<file path="config.mk">
export PLATFORM = sky130hd
export DESIGN_NAME = cpu_core_param_flat
export DESIGN_NICKNAME = d
export VERILOG_FILES = /design/src/rtl/cpu_pkg.sv /design/src/rtl/cpu_core_param_if.sv /design/src/rtl/cpu_regfile.sv /design/src/rtl/cpu_core_param.sv /design/src/flat_wrapper.sv
export SDC_FILE = /design/constraint.sdc
export NUM_CORES = 1
export LEC_CHECK = 0
export CAP_MARGIN = 20
export CORE_ASPECT_RATIO = 1.25
export CORE_MARGIN = 5
export CORE_UTILIZATION = 40
export DETAILED_ROUTE_END_ITERATION = 7
export GPL_TIMING_DRIVEN = 1
export HOLD_SLACK_MARGIN = 0.08
export PLACE_DENSITY = 0.66
export SYNTH_ARGS = -nofsm -noshare
export SYNTH_HDL_FRONTEND = slang
export SYNTH_HIERARCHICAL = 1
export SYNTH_SLANG_ARGS = --single-unit
</file>
<file path="constraint.sdc">
create_clock -name clk -period 7 [get_ports clk]
set_input_delay 0.7 -clock clk [delete_from_list [all_inputs] [get_ports clk]]
set_output_delay 0.7 -clock clk [all_outputs]
set_load 0.005 [all_outputs]
</file>
<file path="src/rtl/cpu_pkg.sv">
// Opcodes, control FSM states and instruction field positions shared by the cpu_core_param slice.
package cpu_pkg;

  localparam int unsigned OpMsb  = 31;
  localparam int unsigned OpLsb  = 24;
  localparam int unsigned RegLsb = 16;
  localparam int unsigned ImmW   = 16;

  localparam logic [7:0] OpNop   = 8'h00;
  localparam logic [7:0] OpLdi   = 8'h01;
  localparam logic [7:0] OpMvac  = 8'h02;
  localparam logic [7:0] OpMvr   = 8'h03;
  localparam logic [7:0] OpLdar  = 8'h04;
  localparam logic [7:0] OpLoad  = 8'h05;
  localparam logic [7:0] OpStore = 8'h06;
  localparam logic [7:0] OpAdd   = 8'h07;
  localparam logic [7:0] OpSub   = 8'h08;
  localparam logic [7:0] OpInc   = 8'h09;
  localparam logic [7:0] OpDec   = 8'h0A;
  localparam logic [7:0] OpJmp   = 8'h0B;
  localparam logic [7:0] OpJz    = 8'h0C;
  localparam logic [7:0] OpMul   = 8'h0E;
  localparam logic [7:0] OpEnd   = 8'hFF;

  typedef enum logic [2:0] {
    StIdle,
    StFetch,
    StExec,
    StMem,
    StHalt
  } cpu_state_e;

endpackage

</file>
<file path="src/rtl/cpu_core_param_if.sv">
// Instruction and data RAM req/ack bus of cpu_core_param; master = core, slave = memories.
interface cpu_core_param_if #(
  parameter int unsigned IADDR_W = 10,
  parameter int unsigned DADDR_W = 16,
  parameter int unsigned DMEM_DW = 8
);
  logic               imem_req;
  logic [IADDR_W-1:0] imem_addr;
  logic [31:0]        imem_rdata;
  logic               imem_ack;
  logic               dmem_req;
  logic               dmem_we;
  logic [DADDR_W-1:0] dmem_addr;
  logic [DMEM_DW-1:0] dmem_wdata;
  logic [DMEM_DW-1:0] dmem_rdata;
  logic               dmem_ack;

  modport master (
    output imem_req, imem_addr, dmem_req, dmem_we, dmem_addr, dmem_wdata,
    input  imem_rdata, imem_ack, dmem_rdata, dmem_ack
  );

  modport slave (
    input  imem_req, imem_addr, dmem_req, dmem_we, dmem_addr, dmem_wdata,
    output imem_rdata, imem_ack, dmem_rdata, dmem_ack
  );
endinterface

</file>
<file path="src/rtl/cpu_regfile.sv">
// General register file: one asynchronous read port, one synchronous write port, async clear.
module cpu_regfile #(
  parameter int unsigned NUM_REGS = 8,
  parameter int unsigned DATA_W   = 32,
  parameter int unsigned AW       = $clog2(NUM_REGS)
) (
  input  logic              clk,
  input  logic              rst_n,
  input  logic [AW-1:0]     raddr,
  output logic [DATA_W-1:0] rdata,
  input  logic              we,
  input  logic [AW-1:0]     waddr,
  input  logic [DATA_W-1:0] wdata
);
  logic [DATA_W-1:0] regs_q [NUM_REGS];

  always_ff @(posedge clk or negedge rst_n) begin
    if (!rst_n) begin
      for (int unsigned i = 0; i < NUM_REGS; i++) regs_q[i] <= '0;
    end else if (we) begin
      regs_q[waddr] <= wdata;
    end
  end

  assign rdata = regs_q[raddr];
endmodule

</file>
<file path="src/rtl/cpu_core_param.sv">
// Multi-cycle accumulator CPU core with req/ack instruction and data memory ports.
// Optional MUL instruction (opcode 0E) is enabled by defining CPU_MUL_EN.
module cpu_core_param
  import cpu_pkg::*;
#(
  parameter int unsigned DATA_W   = 32,
  parameter int unsigned NUM_REGS = 8,
  parameter int unsigned IADDR_W  = 10,
  parameter int unsigned DADDR_W  = 16,
  parameter int unsigned DMEM_DW  = 8
) (
  input  logic              clk,
  input  logic              reset,
  input  logic              enable,
  cpu_core_param_if.master  bus,
  output logic [DATA_W-1:0] ac_out,
  output logic              z,
  output logic              finish,
  output logic              illegal
);
  localparam int unsigned RegW = $clog2(NUM_REGS);

  cpu_state_e         state_q;
  logic [IADDR_W-1:0] pc_q;
  logic [DADDR_W-1:0] ar_q;
  logic [31:0]        ir_q;
  logic [DATA_W-1:0]  ac_q;
  logic               z_q, finish_q, illegal_q;
  logic               imem_req_q, dmem_req_q, dmem_we_q;

  logic [7:0]         op;
  logic [RegW-1:0]    rsel;
  logic [ImmW-1:0]    imm;
  logic [DATA_W-1:0]  rdat, rf_wdata, alu_res;
  logic               rf_we, alu_wr, step;
  logic               unused_ir;

  assign op        = ir_q[OpMsb:OpLsb];
  assign rsel      = ir_q[RegLsb+RegW-1:RegLsb];
  assign imm       = ir_q[ImmW-1:0];
  assign unused_ir = ^ir_q[OpLsb-1:RegLsb+RegW];
  assign step      = (state_q == StExec) && enable;

  cpu_regfile #(
    .NUM_REGS(NUM_REGS),
    .DATA_W  (DATA_W)
  ) u_regfile (
    .clk  (clk),
    .rst_n(reset),
    .raddr(rsel),
    .rdata(rdat),
    .we   (rf_we),
    .waddr(rsel),
    .wdata(rf_wdata)
  );

  // Single-cycle results; alu_wr marks ops that load AC and update z.
  always_comb begin
    alu_res  = ac_q;
    alu_wr   = 1'b0;
    rf_we    = 1'b0;
    rf_wdata = ac_q;
    case (op)
      OpLdi:  begin alu_res = DATA_W'(imm); alu_wr = 1'b1; end
      OpMvr:  begin alu_res = rdat;         alu_wr = 1'b1; end
      OpAdd:  begin alu_res = ac_q + rdat;  alu_wr = 1'b1; end
      OpSub:  begin alu_res = ac_q - rdat;  alu_wr = 1'b1; end
`ifdef CPU_MUL_EN
      OpMul:  begin alu_res = ac_q * rdat;  alu_wr = 1'b1; end
`endif
      OpMvac: rf_we = step;
      OpInc:  begin rf_we = step; rf_wdata = rdat + DATA_W'(1); end
      OpDec:  begin rf_we = step; rf_wdata = rdat - DATA_W'(1); end
      default: ;
    endcase
  end

  always_ff @(posedge clk or negedge reset) begin
    if (!reset) begin
      state_q    <= StIdle;
      pc_q       <= '0;
      ar_q       <= '0;
      ir_q       <= '0;
      ac_q       <= '0;
      z_q        <= 1'b0;
      finish_q   <= 1'b0;
      illegal_q  <= 1'b0;
      imem_req_q <= 1'b0;
      dmem_req_q <= 1'b0;
      dmem_we_q  <= 1'b0;
    end else begin
      unique case (state_q)
        StIdle: if (enable) begin
          state_q    <= StFetch;
          imem_req_q <= 1'b1;
        end
        StFetch: begin
          if (imem_req_q && bus.imem_ack) begin
            ir_q       <= bus.imem_rdata;
            pc_q       <= pc_q + IADDR_W'(1);
            imem_req_q <= 1'b0;
            state_q    <= StExec;
          end else if (enable) begin
            imem_req_q <= 1'b1;
          end
        end
        StExec: if (enable) begin
          state_q    <= StFetch;
          imem_req_q <= 1'b1;
          if (alu_wr) begin
            ac_q <= alu_res;
            z_q  <= (alu_res == '0);
          end
          case (op)
            OpNop, OpLdi, OpMvac, OpMvr, OpAdd, OpSub, OpInc, OpDec: ;
`ifdef CPU_MUL_EN
            OpMul: ;
`endif
            OpLdar: ar_q <= rdat[DADDR_W-1:0];
            OpJmp:  pc_q <= imm[IADDR_W-1:0];
            OpJz:   if (z_q) pc_q <= imm[IADDR_W-1:0];
            OpLoad, OpStore: begin
              state_q    <= StMem;
              imem_req_q <= 1'b0;
              dmem_req_q <= 1'b1;
              dmem_we_q  <= (op == OpStore);
            end
            OpEnd: begin
              state_q    <= StHalt;
              imem_req_q <= 1'b0;
              finish_q   <= 1'b1;
            end
            default: begin
              state_q    <= StHalt;
              imem_req_q <= 1'b0;
              finish_q   <= 1'b1;
              illegal_q  <= 1'b1;
            end
          endcase
        end
        StMem: if (bus.dmem_ack) begin
          if (!dmem_we_q) begin
            ac_q <= DATA_W'(bus.dmem_rdata);
            z_q  <= (bus.dmem_rdata == '0);
          end
          dmem_req_q <= 1'b0;
          dmem_we_q  <= 1'b0;
          state_q    <= StFetch;
          imem_req_q <= enable;
        end
        StHalt: ;
        default: state_q <= StIdle;
      endcase
    end
  end

  assign bus.imem_req   = imem_req_q;
  assign bus.imem_addr  = pc_q;
  assign bus.dmem_req   = dmem_req_q;
  assign bus.dmem_we    = dmem_we_q;
  assign bus.dmem_addr  = ar_q;
  assign bus.dmem_wdata = ac_q[DMEM_DW-1:0];
  assign ac_out         = ac_q;
  assign z              = z_q;
  assign finish         = finish_q;
  assign illegal        = illegal_q;
endmodule

</file>
<file path="src/flat_wrapper.sv">
// flat-port wrapper written by rule: the top's interface ports become plain ports
module cpu_core_param_flat import cpu_pkg::*;
#(
  parameter int unsigned DATA_W   = 32,
  parameter int unsigned NUM_REGS = 8,
  parameter int unsigned IADDR_W  = 10,
  parameter int unsigned DADDR_W  = 16,
  parameter int unsigned DMEM_DW  = 8
)
  (clk, reset, enable, ac_out, z, finish, illegal, bus_imem_req, bus_imem_addr, bus_dmem_req, bus_dmem_we, bus_dmem_addr, bus_dmem_wdata, bus_imem_rdata, bus_imem_ack, bus_dmem_rdata, bus_dmem_ack);
  cpu_core_param_if #(.IADDR_W(IADDR_W), .DADDR_W(DADDR_W), .DMEM_DW(DMEM_DW)) bus_i ();
  input  logic clk;
  input  logic reset;
  input  logic enable;
  output logic [DATA_W-1:0] ac_out;
  output logic z;
  output logic finish;
  output logic illegal;
  output wire logic [$bits(bus_i.imem_req)-1:0] bus_imem_req;
  output wire logic [$bits(bus_i.imem_addr)-1:0] bus_imem_addr;
  output wire logic [$bits(bus_i.dmem_req)-1:0] bus_dmem_req;
  output wire logic [$bits(bus_i.dmem_we)-1:0] bus_dmem_we;
  output wire logic [$bits(bus_i.dmem_addr)-1:0] bus_dmem_addr;
  output wire logic [$bits(bus_i.dmem_wdata)-1:0] bus_dmem_wdata;
  input wire logic [$bits(bus_i.imem_rdata)-1:0] bus_imem_rdata;
  input wire logic [$bits(bus_i.imem_ack)-1:0] bus_imem_ack;
  input wire logic [$bits(bus_i.dmem_rdata)-1:0] bus_dmem_rdata;
  input wire logic [$bits(bus_i.dmem_ack)-1:0] bus_dmem_ack;
  assign bus_imem_req = bus_i.imem_req;
  assign bus_imem_addr = bus_i.imem_addr;
  assign bus_dmem_req = bus_i.dmem_req;
  assign bus_dmem_we = bus_i.dmem_we;
  assign bus_dmem_addr = bus_i.dmem_addr;
  assign bus_dmem_wdata = bus_i.dmem_wdata;
  assign bus_i.imem_rdata = bus_imem_rdata;
  assign bus_i.imem_ack = bus_imem_ack;
  assign bus_i.dmem_rdata = bus_dmem_rdata;
  assign bus_i.dmem_ack = bus_dmem_ack;
  cpu_core_param #(.DATA_W(DATA_W), .NUM_REGS(NUM_REGS), .IADDR_W(IADDR_W), .DADDR_W(DADDR_W), .DMEM_DW(DMEM_DW)) u_core (.clk(clk), .reset(reset), .enable(enable), .bus(bus_i), .ac_out(ac_out), .z(z), .finish(finish), .illegal(illegal));
endmodule
</file>
==> impl_metrics.tcl <==
set metrics [dict create \
    r2r-end "u_core/z" \
    drc 0 \
    vdd_drop_max_uv 182 \
    cap_violations 0 \
    async_flop_share 1.00 \
    rsz0062_at_grt "false" \
    slew_headroom 0.288 \
    status "completed" \
    n_antenna_cell 0 \
    dpl.hpwl_microns 38000 \
    cts_tree "done" \
    root_buffer "clkbuf_16" \
    grt_pass1_vias 15400 \
    hold_violations 0 \
    synth-edff-count 0 \
    grt_pass1_wl_microns 86100 \
    die-area_sq_um 56100 \
    post-route-period-util 0.883 \
    yosysSeqAreaShare 0.426 \
    drive_gt1_frac 0.250 \
    r2r_cells 21 \
    die_h_microns 264 \
    final-seq-area_sq_um 8760 \
    grt_max_degree 163 \
    gp_congestion 0.905 \
    pre_cts_slack_ns 0.802 \
    crit_buf_inv 1 \
    ys_ff_latch 350 \
    core-area_sq_um 51200 \
    tns_ns 0 \
    dpl_cell_area_sq_um 22300 \
    antenna_left 0 \
    ys_types 82 \
    path_max_fanout 21 \
    fmax_mhz 162 \
    ys_warn_count 6 \
    synthesis.nets 1884 \
    required_ns 7.47 \
    fin_skew_ns 0.0237 \
    synthFlopType "dfrtp_1" \
    hp-class "primary input to async pin" \
    antenna_found_initial 0 \
    wirelength_microns 54900 \
    clock_latency_ns 0.55 \
    cts.sinks 350 \
    pwr_density_cell_nw_per_um2 325 \
    htreeDepth 2 \
    finalMaxSlewViolations 0 \
    reg2reg_slack_ns 0.82 \
    avgSynthCellArea_sq_um 11.6 \
    finalSetupViolCount 0 \
    design_area_sq_um 23500 \
    cp_top_family "compound AO/OA/AOI/OAI gates" \
    cts_buffer_depth 3 \
    fillers 4605 \
    crit_slowest_cell "dfrtp_4" \
    clkTransAtPathRegs_ns 0.06 \
    portBuffers 111 \
    setup_slack_ns 0.816 \
    p_total_w 0.00763 \
    vias 14800 \
    synth_cells 1774 \
    tightest_slew_ns 1.06 \
    num_io_pins 117 \
    critPathKind "flip-flop to flip-flop" \
    max_stage_delay_ns 0.69 \
    power.leakage_nw 11.0 \
    cts_hold_buf 0 \
    ctsResizeCount 0 \
    nets 1969 \
    cp_num_cells 21 \
    firstDrtPassIters 5 \
    area_growth_pct 14.1 \
    multi_input_area_sq_um 11200 \
    endpoint_kind "flip-flop" \
    viasPerCell 5.80 \
    cp_cell_sequence "mux4_1 -> mux2_2 -> or2_2 -> nor4_1 -> nor3b_1 -> buf_4 -> and2_1 -> a21oi_1 -> xnor2_1 -> ha_1 -> a21o_1 -> a21o_1 -> a21oi_2 -> a21boi_0 -> a31oi_4 -> a311o_1 -> a31oi_1 -> nand4_1 -> nor4_1 -> nand4_1 -> o21ai_1" \
    drt_iter0_drc 967 \
    row_count 93 \
    die_w_microns 213 \
    min_period_ns 6.18 \
    r2r-start "u_core/ir_q[16]" \
    worstSetupStartpointType "flip-flop" \
    track_usage 0.191 \
    start_util 0.402 \
    wire_per_inst_microns 21.5 \
    crit_arrival_ns 6.65 \
    grt_overflow 0 \
    cts_buffers 36 \
    cts_setup_buffers 0 \
    synthesis.area_sq_um 20600 \
]
[stage by stage]
| stage | hold WS, ns | utilization | std cells |
|---|---|---|---|
| 2_1_floorplan | 0.404 | - | 1774 |
| 6_report | 0.230 | 0.459 | 2552 |
| 3_5_place_dp | 0.454 | 0.435 | 2483 |
| 4_1_cts | 0.283 | 0.458 | 2549 |
| 5_1_grt | 0.291 | 0.459 | 2552 |
| 3_3_place_gp | 0.443 | 0.435 | 2482 |
[sequential cells by signal, indices dropped and copies added (netlist names)]
| name | flops |
|---|---|
| u_core/bus.imem_req | 1 |
| u_core/ir_q | 27 |
| u_core/bus.dmem_req | 1 |
| u_core/bus.dmem_we | 1 |
| u_core/bus.imem_addr | 10 |
| u_core/state_q | 3 |
| u_core/u_regfile/regs_q | 256 |
| u_core/illegal | 1 |
| u_core/ac_out | 32 |
| u_core/z | 1 |
| u_core/bus.dmem_addr | 16 |
| u_core/finish | 1 |
[layer usage]
layer / global-route usage / part of all wire / up-vias
met5: 0 / 0 / -
met1: 0.238 / 0.41 / 7495
met3: 0.0221 / 0.043 / 110
met4: 0.0805 / 0.045 / 0
li1: - / - / 6796
met2: 0.333 / 0.50 / 392
[synthesized netlist by cell type (5+ instances only)]
cell | number | area (sq um)
dfrtp_1 | 350 | 8760
mux2_2 | 319 | 3590
nand2_1 | 141 | 529
o21ai_0 | 120 | 601
a21oi_1 | 96 | 480
nor2_1 | 74 | 278
ha_1 | 63 | 788
xnor2_1 | 44 | 385
mux4_1 | 40 | 1050
xor2_1 | 35 | 307
clkbuf_1 | 34 | 128
nand3_1 | 34 | 170
a21o_1 | 28 | 210
buf_2 | 24 | 120
inv_1 | 24 | 90.1
mux4_2 | 24 | 541
nor3_1 | 24 | 120
nand2b_1 | 22 | 138
buf_4 | 20 | 150
a22o_1 | 18 | 158
a211oi_1 | 13 | 97.6
nand4_1 | 13 | 81.3
nor4_1 | 13 | 81.3
mux2i_1 | 12 | 120
a31oi_1 | 10 | 62.6
buf_6 | 10 | 113
a22oi_1 | 9 | 67.6
and3_1 | 9 | 56.3
mux2_1 | 9 | 101
nor2b_1 | 8 | 50.1
o21bai_1 | 8 | 60.1
o22ai_1 | 7 | 43.8
o31ai_1 | 7 | 52.6
or2_2 | 7 | 43.8
buf_1 | 6 | 22.5
o21a_1 | 6 | 45.0
a221oi_1 | 5 | 43.8
a222oi_1 | 5 | 50.1
clkbuf_8 | 5 | 68.8
o31a_1 | 5 | 43.8
[cell usage in the layout, fill, tap and decap left out, types with 9 or more instances in the layout]
cell type / n
nand4_1: 13
a21oi_1: 96
nand2b_1: 22
nor4_1: 13
a22o_1: 18
dfrtp_1: 347
mux4_1: 40
buf_4: 32
xnor2_1: 44
nand3_1: 33
clkdlybuf4s50_1: 110
nor2_1: 74
mux2i_1: 12
nand2_1: 141
a22oi_1: 9
mux2_2: 319
inv_1: 24
and3_1: 9
xor2_1: 35
clkbuf_16: 37
nor3_1: 24
a211oi_1: 13
a31oi_1: 10
ha_1: 63
o21ai_0: 119
a21o_1: 28
mux2_1: 9
clkbuf_1: 12
mux4_2: 24
[worst register-to-register path, delay by kind of cell (launching register included)]
family	cells	cell delay, ns
and+or+nand+nor	7	1.79
muxes	2	0.98
AOI/OAI and AO/OA	9	2.00
adders and majority gates	1	0.37
xor gates and xnor gates	1	0.14
DFF	1	0.69
buffers and inverters	1	0.17
[area by class of cell]
| cell class | count | share of cell area |
|---|---|---|
| Multi-Input combinational cell | 1298 | 0.476 |
| Sequential cell | 350 | 0.373 |
| Timing Repair Buffer | 149 | 0.0612 |
| Clock buffer | 54 | 0.0443 |
| Tap cell | 665 | 0.0354 |
| Clock inverter | 12 | 0.00591 |
| Inverter | 24 | 0.00384 |
[worst max-delay path by stage]
stage / from / to
floorplan: u_core/ir_q[16] / u_core/z
global placement: u_core/ir_q[16] / u_core/z
detailed placement: u_core/ir_q[16] / u_core/z
CTS: u_core/ir_q[16] / u_core/z
global route: u_core/ir_q[16] / u_core/z
finish: u_core/ir_q[16] / u_core/z
[cell families after synthesis]
family | synth area share
multiplexers | 0.263
AND/OR/NAND/NOR | 0.0901
AO/OA/AOI/OAI | 0.113
flip-flops | 0.426
buffers and inverters | 0.0344
XOR/XNOR | 0.0336
adder cells (fa/ha/maj) | 0.0402
[report_power, final]
group	total [W]	internal [W]	switching, W
Sequential	0.00256	0.00220	0.000367
Clock	0.00192	0.00108	0.000837
Combinational	0.00315	0.00139	0.00176
Total	0.00763	0.00467	0.00297
Note: power is estimated with default switching activity, not from simulation.
